<file path="src/rtl/ranperm_pkg.sv">
// ranperm_pkg: shared types and helpers for the ranperm_scheduler slice.
//   state_t        : scheduler FSM states (CHECK exists only when RANPERM_CHECK_EN
//                    is defined).
//   idx_w(n)       : width of one permutation index, $clog2(n).
//   onehot_to_idx  : position of the set bit in a one-hot vector (up to 32 bits).
package ranperm_pkg;

`ifdef RANPERM_CHECK_EN
  typedef enum logic [2:0] {
    ST_IDLE   = 3'd0,
    ST_CLEAR  = 3'd1,
    ST_GEN    = 3'd2,
    ST_CHECK  = 3'd3,
    ST_STREAM = 3'd4
  } state_t;
`else
  typedef enum logic [2:0] {
    ST_IDLE   = 3'd0,
    ST_CLEAR  = 3'd1,
    ST_GEN    = 3'd2,
    ST_STREAM = 3'd4
  } state_t;
`endif

  function automatic int idx_w(input int n);
    return $clog2(n);
  endfunction

  function automatic int onehot_to_idx(input logic [31:0] oh);
    int idx;
    idx = 0;
    for (int i = 0; i < 32; i++) begin
      if (oh[i]) idx = i;
    end
    return idx;
  endfunction

endpackage

</file>
<file path="src/rtl/rr_arbiter.sv">
// rr_arbiter: combinational round-robin pick.
//   req   [R-1:0]  : request vector
//   ptr   [PW-1:0] : index with highest priority this round
//   grant [R-1:0]  : one-hot winner (first set bit at or after ptr, wrapping), 0 if none
module rr_arbiter #(
  parameter int R  = 4,
  parameter int PW = 2
) (
  input  logic [R-1:0]  req,
  input  logic [PW-1:0] ptr,
  output logic [R-1:0]  grant
);

  logic [R-1:0] hi_mask;
  logic [R-1:0] upper;
  logic [R-1:0] pick;

  // Requests at or above ptr win first; if none, wrap to the full vector.
  // The lowest set bit of the chosen vector is isolated with x & -x.
  always_comb begin
    hi_mask = ~((R'(1) << ptr) - R'(1));
    upper   = req & hi_mask;
    pick    = (upper != '0) ? upper : req;
    grant   = pick & (~pick + R'(1));
  end

endmodule

</file>
<file path="src/rtl/ranperm_scheduler.sv">
// ranperm_scheduler: shares one external random_index permutation generator
// among R requesters. Round-robin grant, generator restart per grant, then the
// N-entry permutation is streamed to the winner over valid/ready.
//
// Ports:
//   clk, reset_n            : clock, asynchronous active-low reset
//   req[R-1:0]              : level requests, held until the stream completes
//   grant[R-1:0]            : one-hot requester being served, 0 when idle
//   idx_data/valid/last     : index stream to the granted requester
//   idx_ready[R-1:0]        : per-requester ready, only the granted bit is used
//   gen_reset, gen_enable   : generator control (gen_reset is high while in reset)
//   gen_rand_index, gen_done: generator result, entry k at [k*W +: W]
//   busy                    : FSM is not idle
//   perm_err                : one-cycle pulse when a permutation is rejected
//
// Build option: define RANPERM_CHECK_EN to verify every permutation (each index
// 0..N-1 present exactly once) before streaming; rejected ones are regenerated.
// Without it, perm_err is constant 0 and GEN goes straight to STREAM.
module ranperm_scheduler
  import ranperm_pkg::*;
#(
  parameter int N = 16,
  parameter int R = 4
) (
  input  logic                      clk,
  input  logic                      reset_n,
  input  logic [R-1:0]              req,
  output logic [R-1:0]              grant,
  output logic [$clog2(N)-1:0]      idx_data,
  output logic                      idx_valid,
  input  logic [R-1:0]              idx_ready,
  output logic                      idx_last,
  output logic                      gen_reset,
  output logic                      gen_enable,
  input  logic [N*$clog2(N)-1:0]    gen_rand_index,
  input  logic                      gen_done,
  output logic                      busy,
  output logic                      perm_err
);

  localparam int W  = idx_w(N);
  localparam int PW = (R > 1) ? $clog2(R) : 1;
  localparam logic [W-1:0] CNT_ONE  = W'(1);
  localparam logic [W-1:0] CNT_LAST = W'(N - 1);
`ifdef RANPERM_CHECK_EN
  localparam state_t AFTER_GEN = ST_CHECK;
`else
  localparam state_t AFTER_GEN = ST_STREAM;
`endif

  state_t          state;
  state_t          state_next;
  logic [R-1:0]    arb_grant;
  logic [PW-1:0]   rr_ptr;
  logic [PW-1:0]   gsel;
  logic [PW-1:0]   ptr_after;
  logic [W-1:0]    cnt;
  logic [N*W-1:0]  perm_reg;
  logic            req_held;
  logic            abort;
  logic            hs;
  logic            at_last;
  logic            all_seen;

  rr_arbiter #(.R(R), .PW(PW)) u_arb (
    .req   (req),
    .ptr   (rr_ptr),
    .grant (arb_grant)
  );

  assign gsel      = PW'(onehot_to_idx(32'(grant)));
  assign ptr_after = (gsel == PW'(R - 1)) ? '0 : gsel + PW'(1);
  // Only the granted requester's level matters once a grant is out.
  assign req_held  = |(req & grant);
  assign abort     = (state != ST_IDLE) && !req_held;
  assign hs        = (state == ST_STREAM) && idx_ready[gsel];
  assign at_last   = (cnt == CNT_LAST);

`ifdef RANPERM_CHECK_EN
  logic [N-1:0] seen;

  // Seen-map: a valid permutation sets every bit exactly once.
  always_comb begin
    seen = '0;
    for (int k = 0; k < N; k++) begin
      if (int'(perm_reg[k*W +: W]) < N) seen[perm_reg[k*W +: W]] = 1'b1;
    end
  end
  assign all_seen = &seen;
`else
  assign all_seen = 1'b1;
`endif

  always_ff @(posedge clk or negedge reset_n) begin
    if (!reset_n) state <= ST_IDLE;
    else          state <= state_next;
  end

  always_comb begin
    state_next = state;
    case (state)
      ST_IDLE:   if (|req) state_next = ST_CLEAR;
      ST_CLEAR:  state_next = abort ? ST_IDLE : ST_GEN;
      ST_GEN: begin
        if (abort)         state_next = ST_IDLE;
        else if (gen_done) state_next = AFTER_GEN;
      end
`ifdef RANPERM_CHECK_EN
      ST_CHECK: begin
        if (abort)         state_next = ST_IDLE;
        else if (all_seen) state_next = ST_STREAM;
        else               state_next = ST_CLEAR;
      end
`endif
      ST_STREAM: if (abort || (hs && at_last)) state_next = ST_IDLE;
      default:   state_next = ST_IDLE;
    endcase
  end

  always_comb begin
    gen_enable = (state == ST_GEN);
    idx_valid  = (state == ST_STREAM);
    idx_data   = idx_valid ? perm_reg[cnt*W +: W] : '0;
    idx_last   = idx_valid && at_last;
    busy       = (state != ST_IDLE);
`ifdef RANPERM_CHECK_EN
    perm_err   = (state == ST_CHECK) && !all_seen;
`else
    perm_err   = 1'b0;
`endif
  end

  // gen_reset is registered so it is high exactly for the cycles spent in CLEAR
  // and stays high while reset_n holds the block in reset.
  always_ff @(posedge clk or negedge reset_n) begin
    if (!reset_n) begin
      grant     <= '0;
      rr_ptr    <= '0;
      cnt       <= '0;
      perm_reg  <= '0;
      gen_reset <= 1'b1;
    end else begin
      gen_reset <= (state_next == ST_CLEAR);
      if (state == ST_IDLE) begin
        if (|req) grant <= arb_grant;
      end else if (state_next == ST_IDLE) begin
        // Completion and abort both move priority past the served requester.
        grant  <= '0;
        rr_ptr <= ptr_after;
      end
      if (state == ST_GEN && gen_done) begin
        perm_reg <= gen_rand_index;
        cnt      <= '0;
      end else if (hs) begin
        cnt <= cnt + CNT_ONE;
      end
    end
  end

endmodule

</file>
<file path="config.mk">
export PLATFORM = sky130hd
export DESIGN_NAME = ranperm_scheduler
export DESIGN_NICKNAME = d
export VERILOG_FILES = /design/src/rtl/ranperm_pkg.sv /design/src/rtl/rr_arbiter.sv /design/src/rtl/ranperm_scheduler.sv
export SDC_FILE = /design/constraint.sdc
export NUM_CORES = 1
export LEC_CHECK = 0
export CAP_MARGIN = 40
export CORE_MARGIN = 4
export CORE_UTILIZATION = 45
export CTS_CLUSTER_DIAMETER = 80
export CTS_CLUSTER_SIZE = 24
export DETAILED_ROUTE_END_ITERATION = 6
export GPL_ROUTABILITY_DRIVEN = 0
export PLACE_DENSITY = 0.74
export SYNTH_ARGS = -nofsm -noshare
export SYNTH_HDL_FRONTEND = slang
export SYNTH_SLANG_ARGS = --single-unit
</file>
<file path="constraint.sdc">
create_clock -name clk -period 2.2 [get_ports clk]
set_input_delay 0.22 -clock clk [delete_from_list [all_inputs] [get_ports clk]]
set_output_delay 0.22 -clock clk [all_outputs]
set_load 0.01 [all_outputs]
</file>
==> results of run 1 <==
-- worst max-delay path, delay by kind of cell, from the launching register on --
kind,cells,cell delay (ns)
muxes,2,0.97
DFF,1,0.37
buffers and inverters,3,0.35
and+or+nand+nor,1,0.15
-- layout make-up --
| type | instances | area, um^2 | share of cell area [%] |
|---|---|---|---|
| multi-input cells | 154 | 1657 | 32.78 |
| repair buffers | 103 | 1042 | 20.62 |
| clock inverters | 7 | 120.1 | 2.377 |
| clock buffers | 9 | 123.9 | 2.451 |
| inverters | 8 | 30.03 | 0.5942 |
| flip-flops and latches | 78 | 1953 | 38.65 |
| well taps | 102 | 127.6 | 2.525 |
-- Yosys cell counts (2+ instances only) --
| master | number | area, um^2 |
|---|---|---|
| sky130_fd_sc_hd__and2_1 | 6 | 37.54 |
| sky130_fd_sc_hd__nor4_1 | 2 | 12.51 |
| sky130_fd_sc_hd__a21oi_1 | 4 | 20.02 |
| sky130_fd_sc_hd__nand3_1 | 6 | 30.03 |
| sky130_fd_sc_hd__nor3_1 | 4 | 20.02 |
| sky130_fd_sc_hd__nand2_1 | 9 | 33.78 |
| sky130_fd_sc_hd__mux2i_1 | 2 | 20.02 |
| sky130_fd_sc_hd__clkbuf_1 | 2 | 7.510 |
| sky130_fd_sc_hd__mux4_2 | 20 | 450.4 |
| sky130_fd_sc_hd__mux2_1 | 65 | 732.0 |
| sky130_fd_sc_hd__xor2_1 | 3 | 26.28 |
| sky130_fd_sc_hd__o22ai_1 | 5 | 31.28 |
| sky130_fd_sc_hd__buf_2 | 11 | 55.05 |
| sky130_fd_sc_hd__a22oi_1 | 2 | 15.01 |
| sky130_fd_sc_hd__dfrtp_1 | 77 | 1927 |
| sky130_fd_sc_hd__nor2_1 | 8 | 30.03 |
| sky130_fd_sc_hd__inv_1 | 8 | 30.03 |
-- cell families after synthesis --
kind of cell	synth area share (%)
buffers and inverters	3.413
AO/OA/AOI/OAI	4.461
multiplexers	32.48
AND/OR/NAND/NOR	5.746
adder cells (fa/ha/maj)	0.3379
other	0.1013
XOR/XNOR	0.7098
flip-flops	52.75
-- what timing repair did --
item                                   in CTS  in global routing
hold buffers                                1                  0
gates resized for setup                    28                  3
setup endpoints to repair                   5                  6
buffers inserted                            4                  0
cloned                                      1                  0
pin swaps                                   4                  0
endpoints found under the hold margin      38                  0
-- cells in the final DEF (no fill, tap or decap), types with 2 or more instances in the layout --
master                             n
sky130_fd_sc_hd__mux4_2           20
sky130_fd_sc_hd__nand2_1           9
sky130_fd_sc_hd__clkbuf_8          9
sky130_fd_sc_hd__and2_4            3
sky130_fd_sc_hd__bufinv_16         3
sky130_fd_sc_hd__clkdlybuf4s50_1  81
sky130_fd_sc_hd__buf_12            4
sky130_fd_sc_hd__o22ai_1           5
sky130_fd_sc_hd__nor3_1            3
sky130_fd_sc_hd__dfrtp_1          77
sky130_fd_sc_hd__buf_4            11
sky130_fd_sc_hd__xor2_1            3
sky130_fd_sc_hd__a22oi_1           2
sky130_fd_sc_hd__buf_6             4
sky130_fd_sc_hd__mux2i_1           2
sky130_fd_sc_hd__nand3_1           6
sky130_fd_sc_hd__nor2_1            8
sky130_fd_sc_hd__and2_1            3
sky130_fd_sc_hd__a21oi_1           4
sky130_fd_sc_hd__inv_1             8
sky130_fd_sc_hd__mux2_1           65
-- stage by stage --
| step | worst slack, ns | utilization [%] | instance area (um^2) |
|---|---|---|---|
| 3_3_place_gp | -0.1811 | 60.55 | 4752 |
| 2_1_floorplan | 0.1647 | - | 3702 |
| 5_1_grt | -0.3066 | 64.40 | 5054 |
| 4_1_cts | -0.3119 | 64.97 | 5099 |
| 3_5_place_dp | -0.2082 | 60.55 | 4752 |
| 6_report | -0.2277 | 64.40 | 5054 |
-- routing by layer --
metal | share of wire, % | global-route usage (%)
met1 | 44 | 25.25
met2 | 48 | 29.85
met3 | 7.4 | 5.732
met4 | 0.89 | 4.832
met5 | 0 | 0
-- report_power, final --
part | switching (mW) | total (mW) | internal [mW]
logic | 0.842 | 2.17 | 1.32
registers | 0.531 | 2.63 | 2.10
clock network | 0.528 | 1.28 | 0.756
-- worst min path at each step --
stage	to	slack, ns
6_report	perm_reg[37]$_DFFE_PN0P_	0.37
5_1_grt	perm_reg[45]$_DFFE_PN0P_	0.42
4_1_cts	perm_reg[37]$_DFFE_PN0P_	0.38
3_5_place_dp	perm_reg[37]$_DFFE_PN0P_	0.23
3_3_place_gp	perm_reg[25]$_DFFE_PN0P_	0.23
2_1_floorplan	cnt[0]$_DFFE_PN0P_	-0.08
==> results.toml, run 1 <==
[worst_setup_path]
worstSetupStartpointType = "register"
worstSetupEndpoint = "idx_data[1]"
cp_max_fo = 6
cp_slowest_cell = "sky130_fd_sc_hd__mux4_2"
regToRegStartpoint = "state[0]$_DFF_PN0_"
crit_path_cell_trace = "buf_6, buf_12, mux4_2, mux4_2, and2_4, buf_6"
criticalPathCategory = "reg2out"
crit_path_start = "cnt[0]$_DFFE_PN0P_"
critical_path.max_stage_delay_ns = 0.50
critical_path.endpoint_type = "output pin"
rrSetupSlack_ns = 0.23
worst-endpoint-required_ns = 1.98
worstReg2RegEnd = "perm_reg[5]$_DFFE_PN0P_"
worstRegToRegCells = 3
worstPathArrival_ns = 2.21

[global_route]
grt_pass1_vias = 2611
global_route.overflow_total = 0
grt_first_pass_wirelength_um = 14000
groute.usage.overall_pct = 18.74
grt_start_max_net_pins = 41
antenna_found_initial = 0

[cells_and_area]
post_route_cells_drive_above_1_share_pct = 18.66
finish.net_count = 430
syn2layout_area_growth_pct = 36.50
layoutNonFillerInstCount = 461
fillCellCount = 575
insertedDiodeCount = 0
largest_reg_flops = 64

[status]
run_status = "finished with violations"
violations = "negative setup slack"

[detailed_routing]
vias = 2506
route.antenna.remaining_nets = 0
totalWireLength_um = 8629
wl_per_cell_um = 18.72
drt-pass1-iter-count = 4
viasPerCell = 5.436
drc_markers = 0
initialDrtViolationCount = 136

[pwr]
maximum_ir_drop_on_the_vdd_rail_mv = 0.6493
power_leakage_nw = 2.132
power.density_nw_per_um2 = 1203
total_power_mw = 6.080

[floorplan]
overall_die_area_um2 = 9743
start_util_pct = 47.18
fp-row-count = 32
boundaryPins = 89
die_h_um = 98.71
fp.coreArea_um2 = 7848
floorplan.die.width_um = 98.71

[cts]
cts-root-buf = "sky130_fd_sc_hd__clkbuf_8"
cts-root-to-sink-buffers = 2
clock-sinks = 78
numCtsBuffers = 9
worst_skew_pair.late_latency_ns = 0.36
ctsHtreeMaxLevel = 3
cts.reportedPaths.clkPinSlew_ns = 0.08
cts_tree = "built"

[sta]
totalNegativeSetupSlack_ns = -0.8386
hold_ws_ns = 0.3674
finalHoldViolations = 0
min_period_over_period_pct = 110.3
tightestPinTransition_ns = 0.5106
max_freq_ghz = 0.4119
fin_skew_ns = 0.007150
timing.final.max_slew_violations = 0
final_period_minus_worst_setup_slack_ns = 2.428
final_critical_path_setup_slack_ns = -0.2277
setup_repair_after_global_routing_missed_its_margin = "yes"
finalSetupViolations = 4
timing.max_slew.rel_slack_pct = 65.96

[yosys]
post_synth_edffs = 0
synth_ff_type = "sky130_fd_sc_hd__dfrtp_1"
netlist_area_um2 = 3702
synthArstFlopShare_pct = 100.0
synth-warning-count = 0
synth_seq_cells = 78
syn-mean-instance-area_um2 = 14.46
count_of_different_cell_masters_after_synthesis = 39
share_of_synthesized_area_occupied_by_flip_flops_and_latches_pct = 52.75
post_synth_inst_count = 256
mappedNetlistNets = 332

[run]
drv_cap = 0

[placed_design]
dp_hpwl_um = 6191
placement.io_buffers = 87
placed_cells = 442

[worst_hold_path]
holdCritPathClass = "in2async"
No activity file was read; power rests on OpenSTA's default activity.
==> run 2: changes to the inputs <==
clock period = 3.1 ns   (was 2.2 ns; I/O delays follow)
==> results.toml, run 2 (same netlist as run 1, synthesis figures left out) <==
[placed_design]
placed_cells = 433
dp_hpwl_um = 6133
placement.io_buffers = 87
placement_cell_area_um2 = 4672
setup_slack_at_placement_ns = 0.4060

[cells_and_area]
post-route-cell-area_um2 = 4890
mostFrequentLayoutCell = "sky130_fd_sc_hd__clkdlybuf4s50_1"
layout.core_utilization_pct = 62.31
layoutNonFillerInstCount = 450
syn2layout_area_growth_pct = 32.07
mostFrequentLayoutCells = "sky130_fd_sc_hd__clkdlybuf4s50_1, sky130_fd_sc_hd__dfrtp_1, sky130_fd_sc_hd__mux2_1, sky130_fd_sc_hd__mux4_2"
finish.net_count = 419
post_route_cells_drive_above_1_share_pct = 14.08
insertedDiodeCount = 0
largest_reg_flops = 64
fillCellCount = 624

[worst_setup_path]
critical_path.endpoint_type = "output pin"
worstSetupStartpointType = "register"
worst-endpoint-required_ns = 2.79
cp_max_fo = 15
criticalPathCategory = "reg2out"
worstPathArrival_ns = 2.65

[global_route]
grt_first_pass_wirelength_um = 13520
gr-max-usage-layer = "met2"
grt_start_max_net_pins = 43
antenna_found_initial = 0
grt_util_met1_pct = 25.15
grt_use_met3_pct = 5.449
grt_pass1_vias = 2519
global_route.overflow_total = 0
use_met2_pct = 27.56
groute.usage.overall_pct = 17.99

[floorplan]
fp-row-count = 32
fp.coreArea_um2 = 7848
die_h_um = 98.71
boundaryPins = 89
start_util_pct = 47.18
overall_die_area_um2 = 9743
floorplan.die.width_um = 98.71

[sta]
totalNegativeSetupSlack_ns = 0
timing.final.max_slew_violations = 0
finalHoldViolations = 0
fin_skew_ns = 0.01029
final_period_minus_worst_setup_slack_ns = 2.956
hold_ws_ns = 0.4545
min_period_over_period_pct = 95.36
timing.max_slew.rel_slack_pct = 51.98
finalSetupViolations = 0
tightestPinTransition_ns = 0.7171
setup_repair_after_global_routing_missed_its_margin = "no"
max_freq_ghz = 0.3383
final_critical_path_setup_slack_ns = 0.1439

[worst_hold_path]
holdCritPathClass = "in2async"

[cts]
cts.reportedPaths.clkPinSlew_ns = 0.09
worst_skew_pair.late_latency_ns = 0.35
numCtsBuffers = 9
cts-root-buf = "sky130_fd_sc_hd__clkbuf_8"
ctsHtreeMaxLevel = 3
cts-root-to-sink-buffers = 2
post_cts_setup_inserts = 0
clock-sinks = 78
cts_tree = "built"

[detailed_routing]
drc_markers = 0
initialDrtViolationCount = 108
vias = 2406
wl_per_cell_um = 18.23
route.antenna.remaining_nets = 0
viasPerCell = 5.347
drt-pass1-iter-count = 4
totalWireLength_um = 8204

[pwr]
power_leakage_nw = 2.019
maximum_ir_drop_on_the_vdd_rail_mv = 0.4045
power.density_nw_per_um2 = 825.8
total_power_mw = 4.038

[status]
run_status = "completed"

[run]
drv_cap = 0
## run 2: changes by cell type in the layout (fill, tap and decap cells not counted), moves of 3 or more
cell                              delta
sky130_fd_sc_hd__buf_4               -8
sky130_fd_sc_hd__and2_1              +3
sky130_fd_sc_hd__buf_6               -4
sky130_fd_sc_hd__and2_4              -3
sky130_fd_sc_hd__clkdlybuf4s50_1     +5
## run 2: final timing paths
check | endpoint | cells past startpoint | slack [ns] | start
max in group asynchronous | gen_reset$_DFF_PN1_ | 3 | 1.99 | reset_n
worst max register to register | grant[2]$_DFFE_PN0P_ | 5 | 0.97 | state[2]$_DFF_PN0_
worst max-delay path | idx_data[0] | 5 | 0.14 | cnt[0]$_DFFE_PN0P_
worst min register to register | perm_reg[17]$_DFFE_PN0P_ | 1 | 0.49 | perm_reg[17]$_DFFE_PN0P_
min in group clk | perm_reg[17]$_DFFE_PN0P_ | 1 | 0.49 | perm_reg[17]$_DFFE_PN0P_
worst min-delay path | perm_reg[25]$_DFFE_PN0P_ | 2 | 0.45 | reset_n
## run 2: repair_timing
action	4_1_cts	5_1_grt
hold buffers	1	0
setup endpoints to repair	0	4
endpoints found under the hold margin	36	0
resized for setup	0	2
## run 2: final cells by class
| type | count | area (um^2) | area share (%) |
|---|---|---|---|
| sequential | 78 | 1956 | 39.99 |
| multi-input combinational | 154 | 1638 | 33.50 |
| timing repair buffer | 92 | 933.4 | 19.09 |
| tap | 102 | 127.6 | 2.610 |
| clock buffer | 9 | 123.9 | 2.533 |
| clock inverter | 7 | 81.33 | 1.663 |
| inverter | 8 | 30.03 | 0.6141 |
## run 2: per-layer routing
layer  part of all wire [%]  up-vias
met1                     46     1216
met5                      0        -
met2                     47       64
li1                       -     1113
met4                    1.5        0
met3                    5.5       13
## run 2: report_power, final
group / switching, mW / internal (mW) / leakage (nW)
registers: 0.380 / 1.49 / 0.966
logic: 0.528 / 0.858 / 0.959
clock network: 0.398 / 0.383 / 0.0944
total: 1.31 / 2.73 / 2.02
## run 2: critical path, stage by stage (launching register included)
cell	delay, ns
sky130_fd_sc_hd__dfrtp_2	0.45
sky130_fd_sc_hd__buf_12	0.19
sky130_fd_sc_hd__mux4_2	0.52
sky130_fd_sc_hd__mux4_2	0.46
sky130_fd_sc_hd__and2_1	0.18
sky130_fd_sc_hd__clkdlybuf4s50_1	0.48
==> run 3: changes to the inputs <==
CTS_BUF_LIST = sky130_fd_sc_hd__clkbuf_16   (was unset)
==> results.toml, run 3 (same netlist as run 1, synthesis figures left out) <==
[cts]
cts-root-to-sink-buffers = 2
cts.reportedPaths.clkPinSlew_ns = 0.06
post_cts_setup_inserts = 0
clock-sinks = 78
cts_tree = "built"
worst_skew_pair.late_latency_ns = 0.33
numCtsBuffers = 9
cts-root-buf = "sky130_fd_sc_hd__clkbuf_16"
ctsHtreeMaxLevel = 3

[floorplan]
overall_die_area_um2 = 9743
floorplan.die.width_um = 98.71
fp.coreArea_um2 = 7848
fp-row-count = 32
start_util_pct = 47.18
boundaryPins = 89
die_h_um = 98.71

[worst_setup_path]
cp_common_cell = "sky130_fd_sc_hd__mux4_2"
criticalPathCategory = "reg2out"
worst-endpoint-required_ns = 2.79
cp_slowest_cell = "sky130_fd_sc_hd__mux4_2"
critical_path.max_stage_delay_ns = 0.52
worstPathArrival_ns = 2.62
cp_max_fo = 15
critical_path.endpoint_type = "output pin"
crit_path_cell_trace = "buf_12, mux4_2, mux4_2, and2_1, clkdlybuf4s50_1"
worstSetupStartpointType = "register"

[sta]
max_freq_ghz = 0.3410
hold_ws_ns = 0.4761
timing.final.max_slew_violations = 0
fin_skew_ns = 0.006026
totalNegativeSetupSlack_ns = 0
finalHoldViolations = 0
final_critical_path_setup_slack_ns = 0.1675
final_period_minus_worst_setup_slack_ns = 2.932
tightestPinTransition_ns = 0.6694
min_period_over_period_pct = 94.60
timing.max_slew.rel_slack_pct = 55.18
setup_repair_after_global_routing_missed_its_margin = "no"
finalSetupViolations = 0

[worst_hold_path]
holdCritPathClass = "in2async"

[detailed_routing]
viasPerCell = 5.376
route.antenna.remaining_nets = 0
drc_markers = 0
vias = 2419
totalWireLength_um = 8244
initialDrtViolationCount = 106
drt-pass1-iter-count = 4
wl_per_cell_um = 18.32

[cells_and_area]
mostFrequentLayoutCell = "sky130_fd_sc_hd__clkdlybuf4s50_1"
syn2layout_area_growth_pct = 34.81
insertedDiodeCount = 0
post_route_cells_drive_above_1_share_pct = 14.08
largest_reg_flops = 64
mostFrequentLayoutCells = "sky130_fd_sc_hd__clkdlybuf4s50_1, sky130_fd_sc_hd__dfrtp_1, sky130_fd_sc_hd__mux2_1, sky130_fd_sc_hd__mux4_2"
finish.net_count = 419

[placed_design]
setup_slack_at_placement_ns = 0.4060
placement.io_buffers = 87
dp_hpwl_um = 6133

[global_route]
antenna_found_initial = 0
grt_first_pass_wirelength_um = 13610
global_route.overflow_total = 0
grt_pass1_vias = 2551
grt_start_max_net_pins = 43
groute.usage.overall_pct = 18.10

[status]
run_status = "completed"

[pwr]
power.density_nw_per_um2 = 866.2
maximum_ir_drop_on_the_vdd_rail_mv = 0.4126
power_leakage_nw = 2.065

[run]
drv_cap = 0
run 3: stage by stage:
stage / area, um^2 / instances / utilization (%) / power (mW)
6_report: 4991 / 450 / 63.60 / 4.323
4_1_cts: 4989 / 450 / 63.57 / 4.372
3_5_place_dp: 4672 / 433 / 59.53 / 3.277
3_3_place_gp: 4652 / 432 / 59.28 / 3.232
2_1_floorplan: 3702 / 256 / - / 2.761
5_1_grt: 4991 / 450 / 63.60 / 4.607
run 3: final cells by class:
type | instances | area [um^2]
fill | 608 | 2856
sequential | 78 | 1956
multi-input combinational | 154 | 1638
timing repair buffer | 92 | 933.4
clock buffer | 9 | 225.2
tap | 102 | 127.6
clock inverter | 7 | 81.33
inverter | 8 | 30.03
run 3: path summary, 6_finish.rpt:
kind	startpoint	end	slack, ns	cells past startpoint
max	cnt[0]$_DFFE_PN0P_	idx_data[1]	0.17	5
min reg2reg	perm_reg[38]$_DFFE_PN0P_	perm_reg[38]$_DFFE_PN0P_	0.48	1
max in group asynchronous	reset_n	gen_reset$_DFF_PN1_	1.97	3
min in group clk	perm_reg[38]$_DFFE_PN0P_	perm_reg[38]$_DFFE_PN0P_	0.48	1
max reg2reg	state[2]$_DFF_PN0_	grant[2]$_DFFE_PN0P_	1.02	5
min	reset_n	perm_reg[25]$_DFFE_PN0P_	0.48	2
run 3: what timing repair did:
item                                   in CTS  in global routing
hold buffers                                1                  0
setup endpoints to repair                   0                  4
endpoints found under the hold margin      36                  0
gates resized for setup                     0                  2
run 3: layer usage:
layer  vias to the layer above  global-route usage (%)  wire (um)
met2                        72                   27.82       4036
met4                         0                   5.462        104
met3                        10                   4.812        528
li1                       1117                       -          -
met5                         -                       0          0
met1                      1220                   25.41       3574
run 3: critical path, delay by kind of cell, from the launching register on:
family / cells / cell delay (ns)
buf+inv: 2 / 0.67
flops: 1 / 0.44
mux: 2 / 0.99
simple gates: 1 / 0.18
run 3: where the power goes:
part | switching [mW] | leakage [nW] | internal, mW
Clock | 0.431 | 0.141 | 0.634
Sequential | 0.378 | 0.966 | 1.49
Combinational | 0.528 | 0.959 | 0.858
Total | 1.34 | 2.06 | 2.99
